--- src/rtl/adder_pkg.sv ---
// ---------------------------------------------------------------------------
// adder_pkg
// Shared definitions for the pipelined add/subtract unit:
//   LEN_DATA      default datapath width
//   map_operands  turns (b, cin, sub) into the adder's effective b and carry-in
//   cfg_ok        elaboration-time legality test for WIDTH/STAGES
// ---------------------------------------------------------------------------
package adder_pkg;

  localparam int LEN_DATA = 64;

  // Widest operand the mapping helper handles; callers zero-extend into it.
  localparam int MAX_W = 1024;

  typedef logic [MAX_W-1:0] wide_t;

  typedef struct packed {
    wide_t b_eff;
    logic  c0;
  } opmap_t;

  // a - b - cin is computed as a + ~b + ~cin, so subtraction only needs
  // b and the carry-in inverted ahead of an ordinary adder.
  function automatic opmap_t map_operands(input wide_t b, input logic cin, input logic sub);
    opmap_t m;
    m.b_eff = b ^ {MAX_W{sub}};
    m.c0    = cin ^ sub;
    return m;
  endfunction

  function automatic bit cfg_ok(input int width, input int stages);
    return (stages >= 1) && (stages <= width) && (width <= MAX_W) &&
           ((width % stages) == 0);
  endfunction

endpackage

--- src/rtl/adder_slice.sv ---
// ---------------------------------------------------------------------------
// adder_slice
// One CHUNK-bit stage of the pipelined adder: adds its operand slices with
// the incoming carry and registers partial sum, carry out and valid bit.
// Every register holds while adv is low.
// Ports:
//   clk, rst      clock, asynchronous active-low reset
//   adv           pipeline advance enable
//   i_vld         valid bit of the operand entering this stage
//   i_a, i_b, i_c operand slices and carry-in
//   o_vld         registered valid bit
//   o_s, o_c      registered partial sum slice and carry out
// ---------------------------------------------------------------------------
module adder_slice
  import adder_pkg::*;
#(
  parameter int CHUNK = LEN_DATA
) (
  input  logic             clk,
  input  logic             rst,
  input  logic             adv,
  input  logic             i_vld,
  input  logic [CHUNK-1:0] i_a,
  input  logic [CHUNK-1:0] i_b,
  input  logic             i_c,
  output logic             o_vld,
  output logic [CHUNK-1:0] o_s,
  output logic             o_c
);

  logic [CHUNK:0]   w_add;
  logic             r_vld;
  logic             r_c;
  logic [CHUNK-1:0] r_s;

  assign w_add = {1'b0, i_a} + {1'b0, i_b} + {{CHUNK{1'b0}}, i_c};

  always_ff @(posedge clk or negedge rst) begin
    if (!rst) begin
      r_vld <= 1'b0;
      r_s   <= '0;
      r_c   <= 1'b0;
    end else if (adv) begin
      r_vld <= i_vld;
      r_s   <= w_add[CHUNK-1:0];
      r_c   <= w_add[CHUNK];
    end
  end

  assign o_vld = r_vld;
  assign o_s   = r_s;
  assign o_c   = r_c;

endmodule

--- src/rtl/adder_pipe.sv ---
// ---------------------------------------------------------------------------
// adder_pipe
// Pipelined WIDTH-bit add/subtract unit. The carry chain is cut into STAGES
// slices of CHUNK = WIDTH/STAGES bits, one register stage per slice, with a
// two-sided handshake on both ends. The whole pipeline advances in lockstep
// (no bubble compaction); it stalls when the result is not taken or en is low.
// Ports:
//   clk, rst       clock, asynchronous active-low reset
//   en             global enable (0 freezes every stage, forces ready low)
//   valid, ready   operand handshake
//   a, b, cin, sub operands; sub=1 computes a - b - cin
//   sum, cout, ovf result, raw carry out, signed overflow
//   rdy, ack       result handshake
// ---------------------------------------------------------------------------
module adder_pipe
  import adder_pkg::*;
#(
  parameter int WIDTH  = LEN_DATA,
  parameter int STAGES = 4
) (
  input  logic             clk,
  input  logic             rst,
  input  logic             en,
  input  logic             valid,
  output logic             ready,
  input  logic [WIDTH-1:0] a,
  input  logic [WIDTH-1:0] b,
  input  logic             cin,
  input  logic             sub,
  output logic [WIDTH-1:0] sum,
  output logic             cout,
  output logic             ovf,
  output logic             rdy,
  input  logic             ack
);

  localparam int CHUNK = WIDTH / STAGES;

  if (!cfg_ok(WIDTH, STAGES)) begin : g_cfg_err
    $fatal(1, "adder_pipe: WIDTH must be a multiple of STAGES with 1 <= STAGES <= WIDTH");
  end

  opmap_t            w_map;
  logic [WIDTH-1:0]  w_beff;
  logic              w_c0;
  logic              w_adv;
  logic [STAGES-1:0] w_vld;
  logic [STAGES-1:0] w_cy;
  logic [CHUNK-1:0]  w_s [STAGES];

  // Registers alongside stage k. r_a/r_b hold the not-yet-added operand
  // slices shifted down so the next stage always reads bits [CHUNK-1:0].
  // r_lo collects finished sum slices entering from the top and shifting
  // down, so after the last stage they sit in their final positions.
  logic [WIDTH-1:0]  r_a  [STAGES];
  logic [WIDTH-1:0]  r_b  [STAGES];
  logic [WIDTH-1:0]  r_lo [STAGES];
  logic [STAGES-1:0] r_am;
  logic [STAGES-1:0] r_bm;

  assign w_map  = map_operands(wide_t'(b), cin, sub);
  assign w_beff = WIDTH'(w_map.b_eff);
  assign w_c0   = w_map.c0;

  // rst is folded in so ready reads 0 while the unit is held in reset.
  assign w_adv = rst && en && (!rdy || ack);
  assign ready = w_adv;

  for (genvar k = 0; k < STAGES; k++) begin : g_stage
    logic [CHUNK-1:0] w_in_a;
    logic [CHUNK-1:0] w_in_b;
    logic             w_in_c;
    logic             w_in_v;
    logic [WIDTH-1:0] w_nx_a;
    logic [WIDTH-1:0] w_nx_b;
    logic [WIDTH-1:0] w_nx_lo;
    logic             w_nx_am;
    logic             w_nx_bm;

    if (k == 0) begin : g_head
      assign w_in_a  = a[CHUNK-1:0];
      assign w_in_b  = w_beff[CHUNK-1:0];
      assign w_in_c  = w_c0;
      assign w_in_v  = valid;
      assign w_nx_a  = a >> CHUNK;
      assign w_nx_b  = w_beff >> CHUNK;
      assign w_nx_lo = '0;
      assign w_nx_am = a[WIDTH-1];
      assign w_nx_bm = w_beff[WIDTH-1];
    end else begin : g_body
      assign w_in_a  = r_a[k-1][CHUNK-1:0];
      assign w_in_b  = r_b[k-1][CHUNK-1:0];
      assign w_in_c  = w_cy[k-1];
      assign w_in_v  = w_vld[k-1];
      assign w_nx_a  = r_a[k-1] >> CHUNK;
      assign w_nx_b  = r_b[k-1] >> CHUNK;
      assign w_nx_lo = (r_lo[k-1] >> CHUNK) | (WIDTH'(w_s[k-1]) << (WIDTH - CHUNK));
      assign w_nx_am = r_am[k-1];
      assign w_nx_bm = r_bm[k-1];
    end

    adder_slice #(.CHUNK(CHUNK)) u_slice (
      .clk   (clk),
      .rst   (rst),
      .adv   (w_adv),
      .i_vld (w_in_v),
      .i_a   (w_in_a),
      .i_b   (w_in_b),
      .i_c   (w_in_c),
      .o_vld (w_vld[k]),
      .o_s   (w_s[k]),
      .o_c   (w_cy[k])
    );

    // Stage k boundary: operand/result delay triangle.
    always_ff @(posedge clk or negedge rst) begin
      if (!rst) begin
        r_a[k]  <= '0;
        r_b[k]  <= '0;
        r_lo[k] <= '0;
        r_am[k] <= 1'b0;
        r_bm[k] <= 1'b0;
      end else if (w_adv) begin
        r_a[k]  <= w_nx_a;
        r_b[k]  <= w_nx_b;
        r_lo[k] <= w_nx_lo;
        r_am[k] <= w_nx_am;
        r_bm[k] <= w_nx_bm;
      end
    end
  end

  assign sum  = (r_lo[STAGES-1] >> CHUNK) | (WIDTH'(w_s[STAGES-1]) << (WIDTH - CHUNK));
  assign cout = w_cy[STAGES-1];
  assign rdy  = w_vld[STAGES-1];

  // Overflow: both addends share a sign and the result's sign differs.
  assign ovf = (r_am[STAGES-1] == r_bm[STAGES-1]) && (sum[WIDTH-1] != r_am[STAGES-1]);

endmodule
--- config.mk ---
export PLATFORM = sky130hd
export DESIGN_NAME = adder_pipe
export DESIGN_NICKNAME = d
export VERILOG_FILES = /design/src/rtl/adder_pkg.sv /design/src/rtl/adder_slice.sv /design/src/rtl/adder_pipe.sv
export SDC_FILE = /design/constraint.sdc
export NUM_CORES = 1
export LEC_CHECK = 0
export CAP_MARGIN = 20
export CORE_ASPECT_RATIO = 0.8
export CORE_MARGIN = 2
export CORE_UTILIZATION = 30
export CTS_BUF_LIST = sky130_fd_sc_hd__clkbuf_4 sky130_fd_sc_hd__clkbuf_8
export DETAILED_ROUTE_END_ITERATION = 10
export REMOVE_ABC_BUFFERS = 1
export SLEW_MARGIN = 20
export SYNTH_ARGS = -nofsm -noshare
export SYNTH_HDL_FRONTEND = slang
export SYNTH_SLANG_ARGS = --single-unit
--- constraint.sdc ---
create_clock -name clk -period 4.31 [get_ports clk]
set_input_delay 0.6465 -clock clk [delete_from_list [all_inputs] [get_ports clk]]
set_output_delay 0.6465 -clock clk [all_outputs]
set_load 0.03 [all_outputs]
# Word-level counts from Yosys, hierarchy flattened
# Index checks and enable logic that the tools add are counted.
dict set report word_totals {
  ff_bits 416
  input_bits 135
  output_inout_bits 68
}
dict set report classes {
  n_addsub 8
  n_eq_ne 2
  bitwise 5
  reduce_logical 5
}
# op count
set ops {}
lappend ops {{$or A48 B64 Y64} 3}
lappend ops {{$add A16 B16 Y17} 4}
lappend ops {{$add A17 B1 Y17} 4}
lappend ops {{$xor A64 B64 Y64} 1}
lappend ops {{$logic_and A1 B1 Y1} 3}
lappend ops {{$eq A1 B1 Y1} 1}
lappend ops {{$logic_not A1 Y1} 1}
lappend ops {{$logic_or A1 B1 Y1} 1}
lappend ops {{$ne A1 B1 Y1} 1}
lappend ops {{$xor A1 B1 Y1} 1}

# Longest topological paths before layout
# Gate-level depths: netlist of run 1.
dict set report depth {
  word_depth 3
  depth_mapped 13
  ltp_nobuf 11
}

# Modules after synthesis
# A second synthesis of run 1 with hierarchy kept.
dict set report unflattened {
  cells_unflattened 1252
  area_unflattened_um2 16953.8
}
# module n_inst cells_per_inst area_each_um2 seq_area_each_um2
set by_module_without_submodules {}
lappend by_module_without_submodules {adder_pipe 1 690 11340.9 7257.0}
lappend by_module_without_submodules {{adder_slice at g_stage[2].u_slice ...} 2 144 1411.4 450.4}
lappend by_module_without_submodules {{adder_slice at g_stage[0].u_slice ...} 2 137 1395.1 450.4}

# Worst setup path before layout of run 1
# No wires, ideal clock.
dict set report synth_timing {
  path_kind {input port to flip-flop}
  startpoint {input sub}
  endpoint {register g_stage[0].u_slice.r_s[14]}
  setup_ns 0.082
  t_arrival_ns 3.248
  required_ns 4.228
  slack_ns 0.980
  stages 13
  path_buffers 2
  cell_sequence {buf_2 -> buf_2 -> xor2_1 -> fa_1 -> inv_1 -> fa_1 -> nor2b_1 -> o21a_1 -> o21ai_1 -> a211oi_2 -> nor3_1 -> or4_1 -> a31oi_1}
}
dict set report synth_between {
  elab_chain_cells 3
  word_cells_on_any_way 4
  classes_between {add/sub: 2; bitwise: 2}
}
# element line_no
set synth_rtl {}
lappend synth_rtl {{start, declared} adder_pipe.sv:29} ;# input logic sub,
lappend synth_rtl {{$xor A64 B64 Y64} adder_pkg.sv:26} ;# m.b_eff = b ^ {MAX_W{sub}};
lappend synth_rtl {{$add A16 B16 Y17} adder_slice.sv:36} ;# assign w_add = {1'b0, i_a} + {1'b0, i_b} + {{CHUNK{1'b0}}, i_c};
lappend synth_rtl {{$add A17 B1 Y17 *} adder_slice.sv:36}
lappend synth_rtl {{end signal, assigned} adder_slice.sv:45} ;# r_s <= w_add[CHUNK-1:0];
lappend synth_rtl {{end, declared} adder_slice.sv:34} ;# logic [CHUNK-1:0] r_s;
# Mark *: on every way between the ends. The rest lies on a longest branch, timed or not.
# A chain may end at the register's enable or synchronous reset.

# Worst setup path after layout of run 1
dict set report layout_timing {
  startpoint {input rst}
  endpoint {output ready}
}
dict set report layout_between {
  elab_chain_cells 2
}
# element line_no
set layout_rtl {}
lappend layout_rtl {{start, declared} adder_pipe.sv:22} ;# input logic rst,
lappend layout_rtl {{$logic_and A1 B1 Y1 (2 in a row)} adder_pipe.sv:66} ;# assign w_adv = rst && en && (!rdy || ack);
lappend layout_rtl {{end, declared} adder_pipe.sv:25} ;# output logic ready,
# No other way between the ends.

==> run metrics, run 1 <==
status completed; Root Driver clkbuf_8; die area 57800 um2; Starting Density just over 30%; critical path's most frequent cell buf_4; GR Util All Layers 14.4%; async set-or-reset flop fraction in the synthesized netlist 100%; Syn. warnings 0; sw frac 36.3%; Critical-path top delay cell dlygate4sd3_1; Mapped Area between 15000 and 20000 um2; Crit Path Max Fanout 85; number of max-cap violations 0; CP Data Arrival Time roughly 2700 ps; Hold Path Class reg2reg; Leak approximately 10 nW; die width between 200 and 300 um; share of layout cells above drive strength 1 6.96%; latest clock arrival within the worst-skew pair approximately 620 ps; clk sinks 362; critical path, cell by cell dlygate4sd3_1 > buf_8 > o211ai_1 > buf_4 > inv_8 > buf_4; buffers added on ports approximately 200; number of DRC markers in iteration 0 808; wire length per cell between 10 and 15 um; CTS Hold Bufs 1; most frequent cells in the layout nand2_1 (878), dfrtp_1 (362), clkdlybuf4s50_1 (199); IO Count just over 200; post-layout min period 3390 ps; Clock Pin Slew Worst Setup and Hold Paths approximately 60 ps; post-synthesis sequential area ratio between 50 and 60%; Via density roughly 4.5; initial antenna violation count 2; Slew @ Worst Pin about 1000 ps; crit path kind in2out; vias in the first global route roughly 13000; unrepaired setup endpoints after global routing false; final-report setup violation count 0; setup TNS 0 ps; skew final approximately 32 ps; WP data required 3660 ps; placed cell area approximately 20000 um2; # DRC 0; internal power about 0.0088 W; Comb pwr share approximately a third; worst setup margin about 900 ps; Post-CTS Setup Bufs 0; number of synthesized flops with an enable pin 0; total number of vias 13000; gp weighted congestion between 0.7 and 0.8; global-route wire length before repair 67200 um; Peak Freq just under 0.3 GHz; WHS approximately 450 ps; Area growth syn-to-layout 25.4%; Slew Viols, Final 0; Row Count just under 80; switching pwr approximately 0.005 W; pwr/cell area 654 nW/um2; Main synth FF type dfrtp_1; sequential share of power 39.7%; Longest Clk Path Bufs 3; CTS tree done; Max-slew headroom 30.3%; Die H 216 um; post-cts gate resize count 0; average size of a mapped cell roughly 9 um2; Tcrit/Tclk final between 70% and 80%; final net count 2282; Mapped Cells roughly 1900; htree depth 3; slowest stage delay, CP 560 ps; Critical Path End Type primary output; dpl cells about 2800; largest net degree at the start of global routing roughly 210; Core Area 55300 um2; hpwl dp around 27000 um; commonest non-fill, non-tap cell in the layout nand2_1; CTS buffer count 67; Worst setup SP type input port; grt total ovfl 0; Yosys cell types 57; clock power share 26.3%; Post-Place Setup Slack a little over 700 ps; number of routed nets with antenna violations 0; Finished Cell Area 21000 um2; iteration count of the initial detailed-routing pass 5; Final Non-Filler Cells about 2900; Yosys reg bits roughly 360; Peak VDD IR between 0.2 and 0.3 mV; final hold vios 0; final WL 40600 um
## final timing paths
kind	startpoint	endpoint	slack (ps)	cells after the start
hold / removal	g_stage[2].w_nx_b[10]	g_stage[3].w_in_b[10]	450	2
hold reg to reg	g_stage[2].w_nx_b[10]	g_stage[3].w_in_b[10]	450	2
max in group asynchronous	rst	g_stage[1].w_in_a[2]	2390	3
setup reg to reg	g_stage[1].u_slice.o_c	g_stage[2].u_slice.o_s[14]	1100	9
setup / recovery	rst	ready	920	6
min in group asynchronous	rst	g_stage[1].w_nx_a[16]	540	2
## per-layer routing
| metal | vias to the layer above | share of wire [%] | track usage, % |
|---|---|---|---|
| met5 | - | 0.020 | 0 |
| met4 | 2 | 2.3 | 4.87 |
| met3 | 63 | 4.7 | 3.63 |
| met2 | 230 | 46 | 22.3 |
| met1 | 6191 | 47 | 19.5 |
| li1 | 6473 | - | - |
## cells by family after synthesis
family / Yosys count / synth area share [%]
and+or+nand+nor: 978 / 23.0
buffers and inverters: 112 / 2.75
AOI/OAI and AO/OA: 255 / 9.32
adders and majority gates: 68 / 5.43
muxes: 1 / 0.0671
xor gates and xnor gates: 105 / 5.48
DFF: 362 / 54.0
## metrics by stage
| step | util (%) | total power, W |
|---|---|---|
| finish | 38.0 | 0.0138 |
| global route | 38.0 | 0.0148 |
| CTS | 38.0 | 0.0140 |
| detailed placement | 35.3 | 0.0102 |
| global placement | 35.3 | 0.0101 |
| floorplan | - | 0.00879 |
## worst max-delay path, delay by kind of cell
| family | cells | cell delay (ps) |
|---|---|---|
| buf+inv | 5 | 1820 |
| compound gates | 1 | 160 |
## layout make-up
class                   count  area (um2)
diodes                      2        5.00
clock buffers              98        1260
clock inverters            17         203
fillers                  5611       34300
inverters                  22        90.1
multi-input cells        1407        7250
flip-flops and latches    362        9060
well taps                 750         938
repair buffers            219        2220
## power groups by stage
stage	Clock, W	Combinational, W	Sequential (W)
3_3_place_gp	0	0.00460	0.00549
6_report	0.00361	0.00469	0.00546
3_5_place_dp	0	0.00470	0.00553
4_1_cts	0.00376	0.00473	0.00548
2_1_floorplan	0	0.00290	0.00589
5_1_grt	0.00390	0.00529	0.00564
## flip-flops by register name, indices dropped and copies added (netlist names), 3 cells and up
name	cells
g_stage.w_in_b	47
g_stage.w_nx_a	46
g_stage.w_in_a	47
g_stage.u_slice.o_vld	4
g_stage.u_slice.o_c	4
g_stage.w_nx_b	46
g_stage.w_nx_am	3
r_lo	96
g_stage.u_slice.o_s	64
g_stage.w_nx_bm	3
## synth_stat cells (all sizes together), types with 2 or more instances
master,instances,share of area (%)
nor2b,6,0.22
o21ai,116,3.5
nor2,29,0.65
a21oi,47,1.4
nand2,878,20
a211o,2,0.10
fa,8,0.95
buf,40,1.1
o31ai,10,0.48
o21a,10,0.45
or3,5,0.19
nand4,3,0.11
a311oi,3,0.23
and4,3,0.16
nor3,9,0.27
or4,4,0.18
xor2,35,1.8
o21bai,6,0.29
clkbuf,50,1.1
ha,60,4.5
and3,4,0.16
a21o,23,1.0
or2,2,0.075
o31a,2,0.10
nor3b,8,0.36
a31oi,11,0.41
inv,22,0.49
dfrtp,362,54
xnor2,70,3.7
nor4,2,0.075
a211oi,8,0.39
o211ai,6,0.27
nand3,14,0.42
nand2b,7,0.26
nand3b,2,0.089
Power figures use the tool's default switching activity.
==> run 2: changes to the inputs <==
==> constraint.sdc (replaced) <==
create_clock -name clk -period 3.5 [get_ports clk]
set_input_delay 0.525 -clock clk [delete_from_list [all_inputs] [get_ports clk]]
set_output_delay 0.525 -clock clk [all_outputs]
set_load 0.03 [all_outputs]
==> run metrics, run 2 (synthesis results as in run 1) <==
status completed; Post-Place Setup Slack roughly 120 ps; Die H 216 um; skew final about 34 ps; gp weighted congestion about 0.83; Via density between 4 and 5; Starting Density 30.3%; Max-slew headroom 45.2%; Slew @ Worst Pin just over 800 ps; initial antenna violation count 4; clk sinks 362; dpl cells between 2000 and 3000; fill count about 5700; Peak Freq 0.309 GHz; Clock Pin Slew Worst Setup and Hold Paths 60 ps; commonest non-fill, non-tap cell in the layout nand2_1; crit path kind reg2reg; htree depth 3; routing usage on met1 a little under a fifth; WP data required 4000 ps; hpwl dp between 20000 and 30000 um; GR Util All Layers around 14%; Hold Path Class in2async; final net count ~2300; vias in the first global route around 13000; pwr/cell area 805 nW/um2; Peak VDD IR about 0.39 mV; global-route wire length before repair ~67000 um; worst r2r path cells 9; Worst setup SP type flop; placed cell area 19600 um2; max reg flops 96; Finished Cell Area about 21000 um2; number of DRC markers in iteration 0 760; final WL 40100 um; # DRC 0; CTS tree done; CTS buffer count 67; number of max-cap violations 0; CP Data Arrival Time approximately 3700 ps; final-report setup violation count 0; final hold vios 0; number of routed nets with antenna violations 0; Root Driver clkbuf_8; die width between 200 and 300 um; Leak approximately 10 nW; Row Count 77; Critical Path End Type flop; WHS 377 ps; Area growth syn-to-layout 26.0%; Core Area 55300 um2; most frequent cells in the layout nand2_1 (878), dfrtp_1 (362), clkdlybuf4s50_1 (199); die area between 50000 and 60000 um2; most used routing layer met2; total number of vias 12900; grt total ovfl 0; worst setup margin 259 ps; crit path from g_stage[1].u_slice.o_c; latest clock arrival within the worst-skew pair 620 ps; largest net degree at the start of global routing 147; Final Non-Filler Cells between 2000 and 3000; post-layout min period 3240 ps; met3 Resource Use GR under 10%; RR Startpoint g_stage[1].u_slice.o_c; iteration count of the initial detailed-routing pass 4; GR Util met2 between 20% and 30%; unrepaired setup endpoints after global routing false; Tcrit/Tclk final 92.6%; Reg with most FFs r_lo; IO Count approximately 200; Crit Path Max Fanout 3; share of layout cells above drive strength 1 between 7 and 8%; Slew Viols, Final 0; Longest Clk Path Bufs 3; buffers added on ports roughly 200; wire length per cell 13.9 um
==> run 2: changes by cell type in the layout (fill, tap and decap cells not counted) <==
cell        delta
diode_2        +1
clkbuf_4       +4
inv_6          -1
buf_16         -1
clkbuf_8       +2
clkinvlp_4     -2
buf_12         +3
buf_4          +5
inv_8          +1
clkinv_2       -3
==> run 2: stage by stage <==
| step | utilization (%) | total power, W | setup TNS (ps) |
|---|---|---|---|
| after global routing | 38.2 | 0.0184 | 0 |
| after detailed placement | 35.5 | 0.0126 | 0 |
| after CTS | 38.2 | 0.0173 | 0 |
| after floorplan | - | 0.0108 | -9800420 |
| after global placement | 35.5 | 0.0124 | 0 |
| final | 38.2 | 0.0170 | 0 |
==> run 2: cell type report <==
type / instances / area [um2] / area share, %
sequential: 362 / 9060 / 42.9
multi-input combinational: 1407 / 7250 / 34.3
timing repair buffer: 226 / 2290 / 10.8
clock buffer: 104 / 1320 / 6.24
tap: 750 / 938 / 4.44
clock inverter: 12 / 175 / 0.829
inverter: 22 / 90.1 / 0.426
antenna: 3 / 7.51 / 0.0355
==> run 2: worst paths after layout <==
| path | end | slack, ps |
|---|---|---|
| min in group clk | g_stage[1].w_nx_a[4] | 430 |
| hold reg to reg | r_lo[40] | 450 |
| max in group asynchronous | r_lo[191] | 2000 |
| hold / removal | g_stage[2].w_nx_a[1] | 380 |
| setup / recovery | g_stage[2].u_slice.o_s[14] | 260 |
| setup reg to reg | g_stage[2].u_slice.o_s[14] | 260 |
==> run 2: critical path: stages, from the launching register on <==
cell	delay, ps
dfrtp_1	400
fa_1	520
fa_1	490
a21o_1	230
a21oi_1	260
o21bai_1	140
a31oi_1	420
o211ai_1	200
and3_1	210
a211o_1	260
==> run 2: timing repair <==
action,4_1_cts,5_1_grt
resized for setup,0,0
setup endpoints to repair,0,0
buffers inserted,0,0
hold buffers,1,0
hold endpoints to repair,29,0
==> run 2: power by group <==
part | leakage [nW] | switching, W | total, W | internal [W]
clock network | 0.784 | 0.00180 | 0.00449 | 0.00269
logic | 5.10 | 0.00338 | 0.00580 | 0.00242
registers | 4.58 | 0.000928 | 0.00672 | 0.00579
==> run 2: layer usage <==
layer	vias up	routed length (um)	share of wire, %
li1	6493	-	-
met1	6113	18600	46
met2	215	18700	47
met3	64	1910	4.8
met4	2	939	2.3
met5	-	13	0.032
==> run 3: changes to the inputs <==
--- a/config.mk
+++ b/config.mk
@@ -11,6 +11,7 @@
 export CORE_UTILIZATION = 30
 export CTS_BUF_LIST = sky130_fd_sc_hd__clkbuf_4 sky130_fd_sc_hd__clkbuf_8
 export DETAILED_ROUTE_END_ITERATION = 10
+export GPL_TIMING_DRIVEN = 0
 export REMOVE_ABC_BUFFERS = 1
 export SLEW_MARGIN = 20
 export SYNTH_ARGS = -nofsm -noshare
==> constraint.sdc (replaced) <==
create_clock -name clk -period 3.5 [get_ports clk]
set_input_delay 0.35 -clock clk [delete_from_list [all_inputs] [get_ports clk]]
set_output_delay 0.35 -clock clk [all_outputs]
set_load 0.03 [all_outputs]
==> run metrics, run 3 (synthesis results as in run 1) <==
status completed; commonest non-fill, non-tap cell in the layout nand2_1; dpl cells 2799; Final Non-Filler Cells 2930; iteration count of the initial detailed-routing pass 4; clk sinks ~360; pwr/cell area approximately 780 nW/um2; critical path's most frequent cell fa_1; Clock Pin Slew Worst Setup and Hold Paths roughly 70 ps; Comb pwr share between 30% and 40%; Starting Density a little under a third; die width 268 um; IO Count 203; final WL between 40000 and 50000 um; switching pwr between 0.006 and 0.007 W; die area approximately 58000 um2; crit path kind reg2reg; hold path depth 3; Hold Crit Endpoint g_stage[1].w_nx_b[29]; final hold vios 0; final net count 2340; hpwl dp ~27000 um; clock power share around 25%; Critical-path top delay cell fa_1; share of layout cells above drive strength 1 9.14%; placed cell area 19900 um2; Via density around 4.5; Leak between 10 and 15 nW; Crit Path Max Fanout 3; Tcrit/Tclk final a little over 90%; critical hold path startpoint sub; vias in the first global route 13500; total number of vias around 13000; Finished Cell Area 21600 um2; skew final around 26 ps; WP data required ~4000 ps; Slew @ Worst Pin just under 800 ps; gp weighted congestion 0.816; htree depth 3; critical path, cell by cell fa_1 > fa_1 > a21o_1 > a21oi_1 > o21bai_1 > a31oi_1 > o211ai_1 > and3_1 > a211o_1; Reg with most FFs r_lo; Die H 216 um; CP Data Arrival Time ~3800 ps; Slew Viols, Final 0; Peak VDD IR 0.323 mV; sw frac a little over a third; Longest Clk Path Bufs 3; Hold Path Class in2reg; largest net degree at the start of global routing just under 100; latest clock arrival within the worst-skew pair between 600 and 700 ps; unrepaired setup endpoints after global routing false; reg2reg end g_stage[2].u_slice.o_s[14]; cell family with most CP delay compound AO/OA/AOI/OAI gates; most frequent cells in the layout nand2_1 (878), dfrtp_1 (362), clkdlybuf4s50_1 (199); # DRC 0; Row Count slightly below 80; Area growth syn-to-layout 29.0%; Core Area between 50000 and 60000 um2; max reg flops 96; GR Util All Layers between 10% and 20%; Root Driver clkbuf_8; number of routed nets with antenna violations 0; internal power between 0.01 and 0.015 W; Reg2Reg Setup Slack around 250 ps; final-report setup violation count 0; number of DRC markers in iteration 0 just under 600; Peak Freq 0.307 GHz; wire length per cell between 10 and 15 um; number of max-cap violations 0; buffers added on ports between 200 and 250; CTS buffer count between 60 and 70; fill count approximately 5600; Util after Layout around two fifths; RR Startpoint g_stage[1].u_slice.o_c; sequential share of power between 40% and 50%; worst path bufs/invs 0; Max-slew headroom 46.8%; area occupied by multi-input gates roughly 7300 um2; worst r2r path cells 9; Storage cell area slightly above 9000 um2; slowest stage delay, CP between 500 and 600 ps; Worst setup SP type flop; grt total ovfl 0; initial antenna violation count 3; CTS tree done; Critical Path End Type flop; global-route wire length before repair about 70000 um; post-layout min period 3250 ps
## run 3: cell count changes in the layout (fill, tap and decap cells not counted), moves of 3 or more
cell | before | now
buf_16 | 0 | 10
buf_4 | 18 | 56
bufinv_16 | 4 | 1
buf_6 | 0 | 3
bufbuf_16 | 0 | 5
clkbuf_4 | 18 | 23
buf_12 | 7 | 1
clkbuf_8 | 86 | 81
## run 3: metal layers
metal / GRT usage [%] / share of wire (%) / routed length, um
met5: 0 / 0.024 / 10
met4: 5.78 / 3.1 / 1290
met3: 3.77 / 4.8 / 1990
met2: 23.7 / 46 / 19100
met1: 19.3 / 46 / 19100
## run 3: tightest hold or removal path, delay by kind of cell
family / cells / cell delay [ps]
buffers and inverters: 1 / 180
XOR/XNOR: 1 / 170
AO/OA/AOI/OAI: 1 / 70
## run 3: timing repair
item	CTS	global route
setup endpoints to repair	11	2
buffers inserted	1	8
pin swaps	1	2
cloned	5	0
hold endpoints to repair	336	0
resized for setup	6	3
hold buffers	7	0
## run 3: layout make-up
| cell class | count | area share (%) |
|---|---|---|
| clock inverters | 5 | 0.254 |
| diodes | 2 | 0.0231 |
| clock buffers | 104 | 5.95 |
| flip-flops and latches | 362 | 41.9 |
| multi-input cells | 1407 | 33.5 |
| well taps | 750 | 4.34 |
| inverters | 22 | 0.440 |
| repair buffers | 278 | 13.6 |
## run 3: worst max path at each step
stage	start	to	slack (ps)	depth (start not counted)
final	g_stage[1].u_slice.o_c	g_stage[2].u_slice.o_s[14]	250	9
after global routing	g_stage[3].u_slice.o_vld	g_stage[3].u_slice.o_c	10	17
after CTS	g_stage[3].u_slice.o_vld	ready	60	11
after detailed placement	rst	ready	-1340	12
after global placement	rst	ready	-104250	4
after floorplan	g_stage[3].u_slice.o_vld	g_stage[3].u_slice.o_c	-32310	7
## run 3: metrics by stage
step	total power (W)	hold slack, ps	TNS (ps)	worst slack [ps]
CTS	0.0171	123	0	58.4
global placement	0.0130	450	-	-104250
floorplan	0.0108	54.4	-9800240	-32310
detailed placement	0.0127	408	-119360	-1340
global route	0.0182	161	0	13.3
finish	0.0168	200	0	246
## run 3: power groups by stage
stage          registers (W)  clock network (W)  logic, W
2_1_floorplan        0.00725                  0   0.00357
3_3_place_gp         0.00681                  0   0.00619
3_5_place_dp         0.00679                  0   0.00590
4_1_cts              0.00674            0.00433   0.00601
5_1_grt              0.00693            0.00452   0.00670
6_report             0.00672            0.00414   0.00596
